## config.mk

```make
export PLATFORM = sky130hd
export DESIGN_NAME = rx_commit_fifo_flat
export DESIGN_NICKNAME = d
export VERILOG_FILES = /design/src/rtl/rx_commit_fifo_if.sv /design/src/rtl/rx_commit_fifo.sv /design/src/flat_wrapper.sv
export SDC_FILE = /design/constraint.sdc
export NUM_CORES = 1
export LEC_CHECK = 0
export BUFFER_PORTS_ARGS = -buffer_cell sky130_fd_sc_hd__buf_2
export CAP_MARGIN = 30
export CORE_UTILIZATION = 35
export CTS_BUF_LIST = sky130_fd_sc_hd__clkbuf_4 sky130_fd_sc_hd__clkbuf_8
export DETAILED_ROUTE_END_ITERATION = 16
export HOLD_SLACK_MARGIN = 0.12
export PLACE_DENSITY_LB_ADDON = 0.2
export SLEW_MARGIN = 25
export SYNTH_ARGS = -nofsm -noshare
export SYNTH_HDL_FRONTEND = slang
export SYNTH_SLANG_ARGS = --single-unit
```

## constraint.sdc

```tcl
create_clock -name i_clk -period 3.4 [get_ports i_clk]
set_input_delay 0.68 -clock i_clk [delete_from_list [all_inputs] [get_ports i_clk]]
set_output_delay 0.68 -clock i_clk [all_outputs]
set_load 0.005 [all_outputs]
```

## src/rtl/rx_commit_fifo_if.sv

```systemverilog
// Valid/ready word stream used on both the write (demapper) and read (UART TX) sides of
// rx_commit_fifo.
interface rx_commit_fifo_if #(
  parameter int unsigned DATA_W = 8
);
  logic [DATA_W-1:0] data;
  logic              valid;
  logic              ready;

  modport master (output data, output valid, input ready);
  modport slave  (input data, input valid, output ready);
endinterface

```

## src/rtl/rx_commit_fifo.sv

```systemverilog
// Receive payload buffer with per-frame commit/rollback on CRC result, plus baud tick and TX gate.
// Optional frame statistics counters are enabled by defining RX_COMMIT_STATS_EN.
module rx_commit_fifo #(
  parameter int unsigned DATA_W    = 8,
  parameter int unsigned DEPTH     = 64,
  parameter int unsigned FRAME_LEN = 16,
  parameter int unsigned BAUD_DIV  = 55
) (
  input  logic                 i_clk,
  input  logic                 i_rst,
  rx_commit_fifo_if.slave      s,
  rx_commit_fifo_if.master     m,
  input  logic                 i_crc_err,
  input  logic                 i_crc_err_valid,
  input  logic                 i_arq_en,
  input  logic                 i_arq_en_valid,
  output logic                 o_crc_err,
  output logic                 o_tx_enable,
  output logic                 o_frame_drop,
  output logic                 o_sclk_en_16_x_baud,
  output logic [15:0]          o_frames_ok,
  output logic [15:0]          o_frames_dropped
);

  localparam int unsigned AW = (DEPTH > 1) ? $clog2(DEPTH) : 1;
  localparam int unsigned PW = AW + 1;
  localparam int unsigned CW = $clog2(FRAME_LEN + 1);
  localparam int unsigned BW = (BAUD_DIV > 1) ? $clog2(BAUD_DIV) : 1;

  localparam logic [PW:0]   LP_DEPTH     = (PW + 1)'(DEPTH);
  localparam logic [PW:0]   LP_FRAME_FREE = (PW + 1)'(FRAME_LEN);
  localparam logic [CW-1:0] LP_FRAME_LEN = CW'(FRAME_LEN);
  localparam logic [BW-1:0] LP_BAUD_LAST = BW'(BAUD_DIV - 1);

  typedef enum logic [1:0] {StIdle, StFill, StWait} state_e;

  logic [DATA_W-1:0] r_mem [DEPTH];
  logic [PW-1:0]     r_rd_ptr;
  logic [PW-1:0]     r_wr_cmt;
  logic [PW-1:0]     r_wr_spec;
  logic [CW-1:0]     r_cnt;
  state_e            r_state;
  logic              r_arq_en;
  logic              r_crc_err;
  logic              r_frame_drop;
  logic [BW-1:0]     r_baud_cnt;

  logic [PW-1:0]     w_used;
  logic [PW:0]       w_free;
  logic              w_s_ready;
  logic              w_wr_fire;
  logic              w_rd_fire;
  logic              w_m_valid;
  logic              w_drop;
  logic [PW-1:0]     w_spec_nxt;
  logic [CW-1:0]     w_cnt_inc;

  // Pointers carry one extra wrap bit, so the difference is the true occupancy.
  assign w_used = r_wr_spec - r_rd_ptr;
  assign w_free = LP_DEPTH - {1'b0, w_used};

  always_comb begin
    w_s_ready = 1'b0;
    if (!i_rst) begin
      unique case (r_state)
        StIdle:  w_s_ready = (w_free >= LP_FRAME_FREE);
        StFill:  w_s_ready = (r_cnt < LP_FRAME_LEN);
        default: w_s_ready = 1'b0;
      endcase
    end
  end

  assign w_m_valid  = !i_rst && (r_rd_ptr != r_wr_cmt);
  assign w_wr_fire  = s.valid && w_s_ready;
  assign w_rd_fire  = w_m_valid && m.ready;
  assign w_drop     = i_crc_err_valid && r_arq_en && i_crc_err;
  assign w_spec_nxt = r_wr_spec + PW'(w_wr_fire);
  assign w_cnt_inc  = r_cnt + CW'(1);

  assign s.ready = w_s_ready;
  assign m.valid = w_m_valid;
  assign m.data  = r_mem[r_rd_ptr[AW-1:0]];

  always_ff @(posedge i_clk) begin
    if (w_wr_fire) begin
      r_mem[r_wr_spec[AW-1:0]] <= s.data;
    end
  end

  always_ff @(posedge i_clk) begin
    if (i_rst) begin
      r_rd_ptr     <= '0;
      r_wr_cmt     <= '0;
      r_wr_spec    <= '0;
      r_cnt        <= '0;
      r_state      <= StIdle;
      r_arq_en     <= 1'b1;
      r_crc_err    <= 1'b1;
      r_frame_drop <= 1'b0;
    end else begin
      r_frame_drop <= 1'b0;
      if (w_rd_fire) begin
        r_rd_ptr <= r_rd_ptr + PW'(1);
      end
      if (i_crc_err_valid) begin
        // A word accepted in the closing cycle belongs to the closing frame.
        r_state <= StIdle;
        r_cnt   <= '0;
        if (w_drop) begin
          r_wr_spec    <= r_wr_cmt;
          r_frame_drop <= 1'b1;
        end else begin
          r_wr_spec <= w_spec_nxt;
          r_wr_cmt  <= w_spec_nxt;
        end
      end else begin
        r_wr_spec <= w_spec_nxt;
        if (!r_arq_en) begin
          r_wr_cmt <= w_spec_nxt;
        end
        if (w_wr_fire) begin
          r_cnt   <= w_cnt_inc;
          r_state <= (w_cnt_inc == LP_FRAME_LEN) ? StWait : StFill;
        end
      end
      if (i_arq_en_valid) begin
        r_arq_en <= i_arq_en;
      end
      if (i_crc_err_valid) begin
        r_crc_err <= i_crc_err;
      end
    end
  end

  always_ff @(posedge i_clk) begin
    if (i_rst) begin
      r_baud_cnt <= '0;
    end else if (r_baud_cnt == LP_BAUD_LAST) begin
      r_baud_cnt <= '0;
    end else begin
      r_baud_cnt <= r_baud_cnt + BW'(1);
    end
  end

  assign o_crc_err           = r_crc_err;
  assign o_tx_enable         = !r_arq_en || !r_crc_err;
  assign o_frame_drop        = r_frame_drop;
  assign o_sclk_en_16_x_baud = (r_baud_cnt == LP_BAUD_LAST);

`ifdef RX_COMMIT_STATS_EN
  logic [15:0] r_frames_ok;
  logic [15:0] r_frames_dropped;

  always_ff @(posedge i_clk) begin
    if (i_rst) begin
      r_frames_ok      <= '0;
      r_frames_dropped <= '0;
    end else if (i_crc_err_valid) begin
      if (w_drop) begin
        if (r_frames_dropped != 16'hFFFF) r_frames_dropped <= r_frames_dropped + 16'd1;
      end else begin
        if (r_frames_ok != 16'hFFFF) r_frames_ok <= r_frames_ok + 16'd1;
      end
    end
  end

  assign o_frames_ok      = r_frames_ok;
  assign o_frames_dropped = r_frames_dropped;
`else
  assign o_frames_ok      = '0;
  assign o_frames_dropped = '0;
`endif

endmodule
```

## src/flat_wrapper.sv

```systemverilog
// flat-port wrapper written by rule: the top's interface ports become plain ports
module rx_commit_fifo_flat 
#(
  parameter int unsigned DATA_W    = 8,
  parameter int unsigned DEPTH     = 64,
  parameter int unsigned FRAME_LEN = 16,
  parameter int unsigned BAUD_DIV  = 55
)
  (i_clk, i_rst, i_crc_err, i_crc_err_valid, i_arq_en, i_arq_en_valid, o_crc_err, o_tx_enable, o_frame_drop, o_sclk_en_16_x_baud, o_frames_ok, o_frames_dropped, s_data, s_valid, s_ready, m_data, m_valid, m_ready);
  rx_commit_fifo_if #(.DATA_W(DATA_W)) s_i ();
  rx_commit_fifo_if #(.DATA_W(DATA_W)) m_i ();
  input  logic i_clk;
  input  logic i_rst;
  input  logic i_crc_err;
  input  logic i_crc_err_valid;
  input  logic i_arq_en;
  input  logic i_arq_en_valid;
  output logic o_crc_err;
  output logic o_tx_enable;
  output logic o_frame_drop;
  output logic o_sclk_en_16_x_baud;
  output logic [15:0] o_frames_ok;
  output logic [15:0] o_frames_dropped;
  input wire logic [$bits(s_i.data)-1:0] s_data;
  input wire logic [$bits(s_i.valid)-1:0] s_valid;
  output wire logic [$bits(s_i.ready)-1:0] s_ready;
  output wire logic [$bits(m_i.data)-1:0] m_data;
  output wire logic [$bits(m_i.valid)-1:0] m_valid;
  input wire logic [$bits(m_i.ready)-1:0] m_ready;
  assign s_i.data = s_data;
  assign s_i.valid = s_valid;
  assign s_ready = s_i.ready;
  assign m_data = m_i.data;
  assign m_valid = m_i.valid;
  assign m_i.ready = m_ready;
  rx_commit_fifo #(.DATA_W(DATA_W), .DEPTH(DEPTH), .FRAME_LEN(FRAME_LEN), .BAUD_DIV(BAUD_DIV)) u_core (.i_clk(i_clk), .i_rst(i_rst), .s(s_i), .m(m_i), .i_crc_err(i_crc_err), .i_crc_err_valid(i_crc_err_valid), .i_arq_en(i_arq_en), .i_arq_en_valid(i_arq_en_valid), .o_crc_err(o_crc_err), .o_tx_enable(o_tx_enable), .o_frame_drop(o_frame_drop), .o_sclk_en_16_x_baud(o_sclk_en_16_x_baud), .o_frames_ok(o_frames_ok), .o_frames_dropped(o_frames_dropped));
endmodule
```

==> reports/qor.csv <==
metric,value,unit
pin_count,62,
wire_per_inst,23.5,um
synth_area_leaders,"edfxtp_1 69%, mux4_2 17%, dfxtp_1 3.9%, nor2_1 1.8%, buf_4 1.1%",
drv_slew,0,
synth_area,22200,um2
globalplace.congestion,0.754,
synth.most_common_cell,edfxtp_1,
top_layer,met4,
min_period,3.85,ns
die_w,254,um
cts.sinks,555,
fin_ws,-0.454,ns
rsz0062_at_grt,true,
dr.pass1.iters,7,
port_buffers,29,
holdBufCountCts,0,
timing.hold.ws,0.230,ns
postRouteAntennaNets,0,
max_freq,0.259,GHz
place_ws,0.0661,ns
ys_seq_area_frac,0.730,
initial_core_util,0.353,
htreeDepth,3,
rows,92,
coreArea,63000,um2
synth_area_per_cell,20.3,um2
grt_pass1_vias,11300,
cts_buffers,95,
finalWirelength,52.8,mm
endpoint_kind,primary output,
pwr-share-seq,0.497,
finalNonFillerCells,2248,
area_delta_synth_final,20.7,%
synth_edf_count,512,
antenna_found_initial,3,
worstPathArrival,3.17,ns
hold_viol_final,0,
ir_drop,285,uV
p_clk_frac,0.397,
grt_usage,0.168,
cts_root_buffer,clkbuf_8,
swShare,0.237,
fin_crit_sh,1.13,
max_slew_margin,0.353,
syn_inst,1095,
clk_path_buf_depth,3,
placed_cells,2048,
internal-power,11.6,mW
cp_max_fo,11,
status,finished with violations,
setup_viol,9,
critical_path.startpoint_type,register,
async_flop_share,0,
synth_flop_cell,edfxtp_1,
cap_viol_max_count,0,
dp_hpwl,33.2,mm
register_area,16300,um2
die-area,64500,um2
switching_power,3.59,mW
violations,negative setup slack,
yosysUniqueCellTypes,52,
ys_warn_count,0,
die-height,254,um
grt_max_degree,65,
fin_nets,1355,
synth.top_cell.area_share,0.691,
drive_gt1_frac,0.397,
viasPerCell,4.89,
p_leak,8.73,nW
worst_slew_pin_slew,0.970,ns
synth_seq_cells,555,
rr_startpoint,u_core.r_wr_spec[1]$_SDFF_PP0_,
wl_met2,25.9,mm
hp-class,input port to register,
drc_errors,0,
gr-total-overflow,0,
insertion_delay,0.70,ns
ys_top_cells_by_count,"512 x edfxtp_1, 164 x mux4_2, 106 x nor2_1, 43 x dfxtp_1, 32 x buf_4",
fillers,5543,
yosysTopAreaCell,edfxtp_1,
tritoncts,built,
cp.required,2.72,ns
hold_start,i_arq_en,
powerDensity,565,nW/um2
critPathKind,register to primary output,
grt_pass1_wl,77.3,mm
wl_met3,2.51,mm
via_count,11000,
combPwrFrac,0.106,
multi_input_area,5860,um2
clock_skew,0.0376,ns
clk_pin_slew,0.06,ns
m1WireLength,23.4,mm
drtIter0Drc,783,
==> power by group through the flow <==
stage / Clock, mW / Sequential, mW / Combinational (mW)
floorplan: 0 / 7.66 / 0.878
global placement: 0 / 7.67 / 1.44
detailed placement: 0 / 7.67 / 1.44
CTS: 6.19 / 7.53 / 1.57
global route: 6.50 / 7.53 / 1.72
finish: 6.03 / 7.53 / 1.60
==> state kept, by name, indices dropped and copies added (netlist names), named ones only <==
name                 count
u_core.r_mem           512
u_core.r_rd_ptr          7
u_core.r_wr_cmt          7
u_core.r_wr_spec         7
u_core.r_baud_cnt        6
u_core.r_cnt             5
u_core.r_state           2
u_core.o_crc_err         1
u_core.o_frame_drop      1
u_core.r_arq_en          1
==> cell families after synthesis <==
kind of cell	count (synthesis)	synth area share
DFF	555	0.730
and+or+nand+nor	181	0.0407
muxes	180	0.173
buffers and inverters	93	0.0218
AOI/OAI and AO/OA	47	0.0162
xor gates and xnor gates	25	0.00985
adders and majority gates	13	0.00765
other	1	0.000169
==> path summary, 6_finish.rpt <==
check / end / slack [ns] / depth (start not counted)
worst max-delay path: m_data[2] / -0.45 / 6
worst min-delay path: u_core.r_arq_en$_SDFFE_PP1P_ / 0.23 / 3
worst max register to register: u_core.r_wr_cmt[6]$_SDFFE_PP0P_ / 0.19 / 16
worst min register to register: u_core.r_baud_cnt[0]$_SDFF_PP0_ / 0.47 / 1
==> metrics by stage <==
step	utilization	TNS (ns)	power (mW)	area (um2)
global route	0.426	-4.46	15.7	26800
floorplan	-	-19.94	8.54	22400
CTS	0.423	-4.10	15.3	26600
global placement	0.387	0	9.11	24400
finish	0.426	-3.43	15.2	26800
detailed placement	0.387	0	9.11	24400
==> layout by cell type, fill, tap and decap left out, types with 5 or more instances in the layout <==
master and n:
edfxtp_1 512, mux4_2 164, buf_4 119, clkbuf_8 95
nor2_1 92, dfxtp_1 35, conb_1 32, clkinv_1 28
buf_2 28, clkbuf_4 25, buf_12 23, nand2_1 18
xor2_1 14, nor2_2 14, inv_1 13, clkinv_2 13
a21oi_1 12, nand3_1 12, xnor2_1 11, mux2i_1 11
a211oi_1 8, dfxtp_2 6, a211oi_2 5, ha_4 5
ha_1 5, bufinv_16 5, buf_6 5
==> area by class of cell <==
| class | count | area share |
|---|---|---|
| flip-flops and latches | 555 | 0.606 |
| multi-input cells | 478 | 0.219 |
| repair buffers | 182 | 0.0639 |
| clock buffers | 120 | 0.0557 |
| well taps | 846 | 0.0394 |
| clock inverters | 52 | 0.0148 |
| inverters | 14 | 0.00196 |
| diodes | 1 | 0.0000932 |
==> critical path, cell delays in order, from the launching register on <==
cell     delay [ns]
dfxtp_4        0.42
buf_12         0.18
buf_8          0.15
mux4_2         0.52
mux4_2         0.54
mux4_2         0.53
buf_2          0.15
==> timing repair <==
item	4_1_cts	5_1_grt
buffers inserted	12	13
endpoints found under the setup margin	9	11
pin swaps	7	12
gates resized for setup	37	20
cloned	1	1
==> metal layers <==
layer | track usage | up-vias
met5 | 0 | -
met4 | 0.0461 | 0
met3 | 0.0386 | 80
met2 | 0.271 | 269
met1 | 0.227 | 5754
li1 | - | 4896
(Power assumes the default switching activity.)
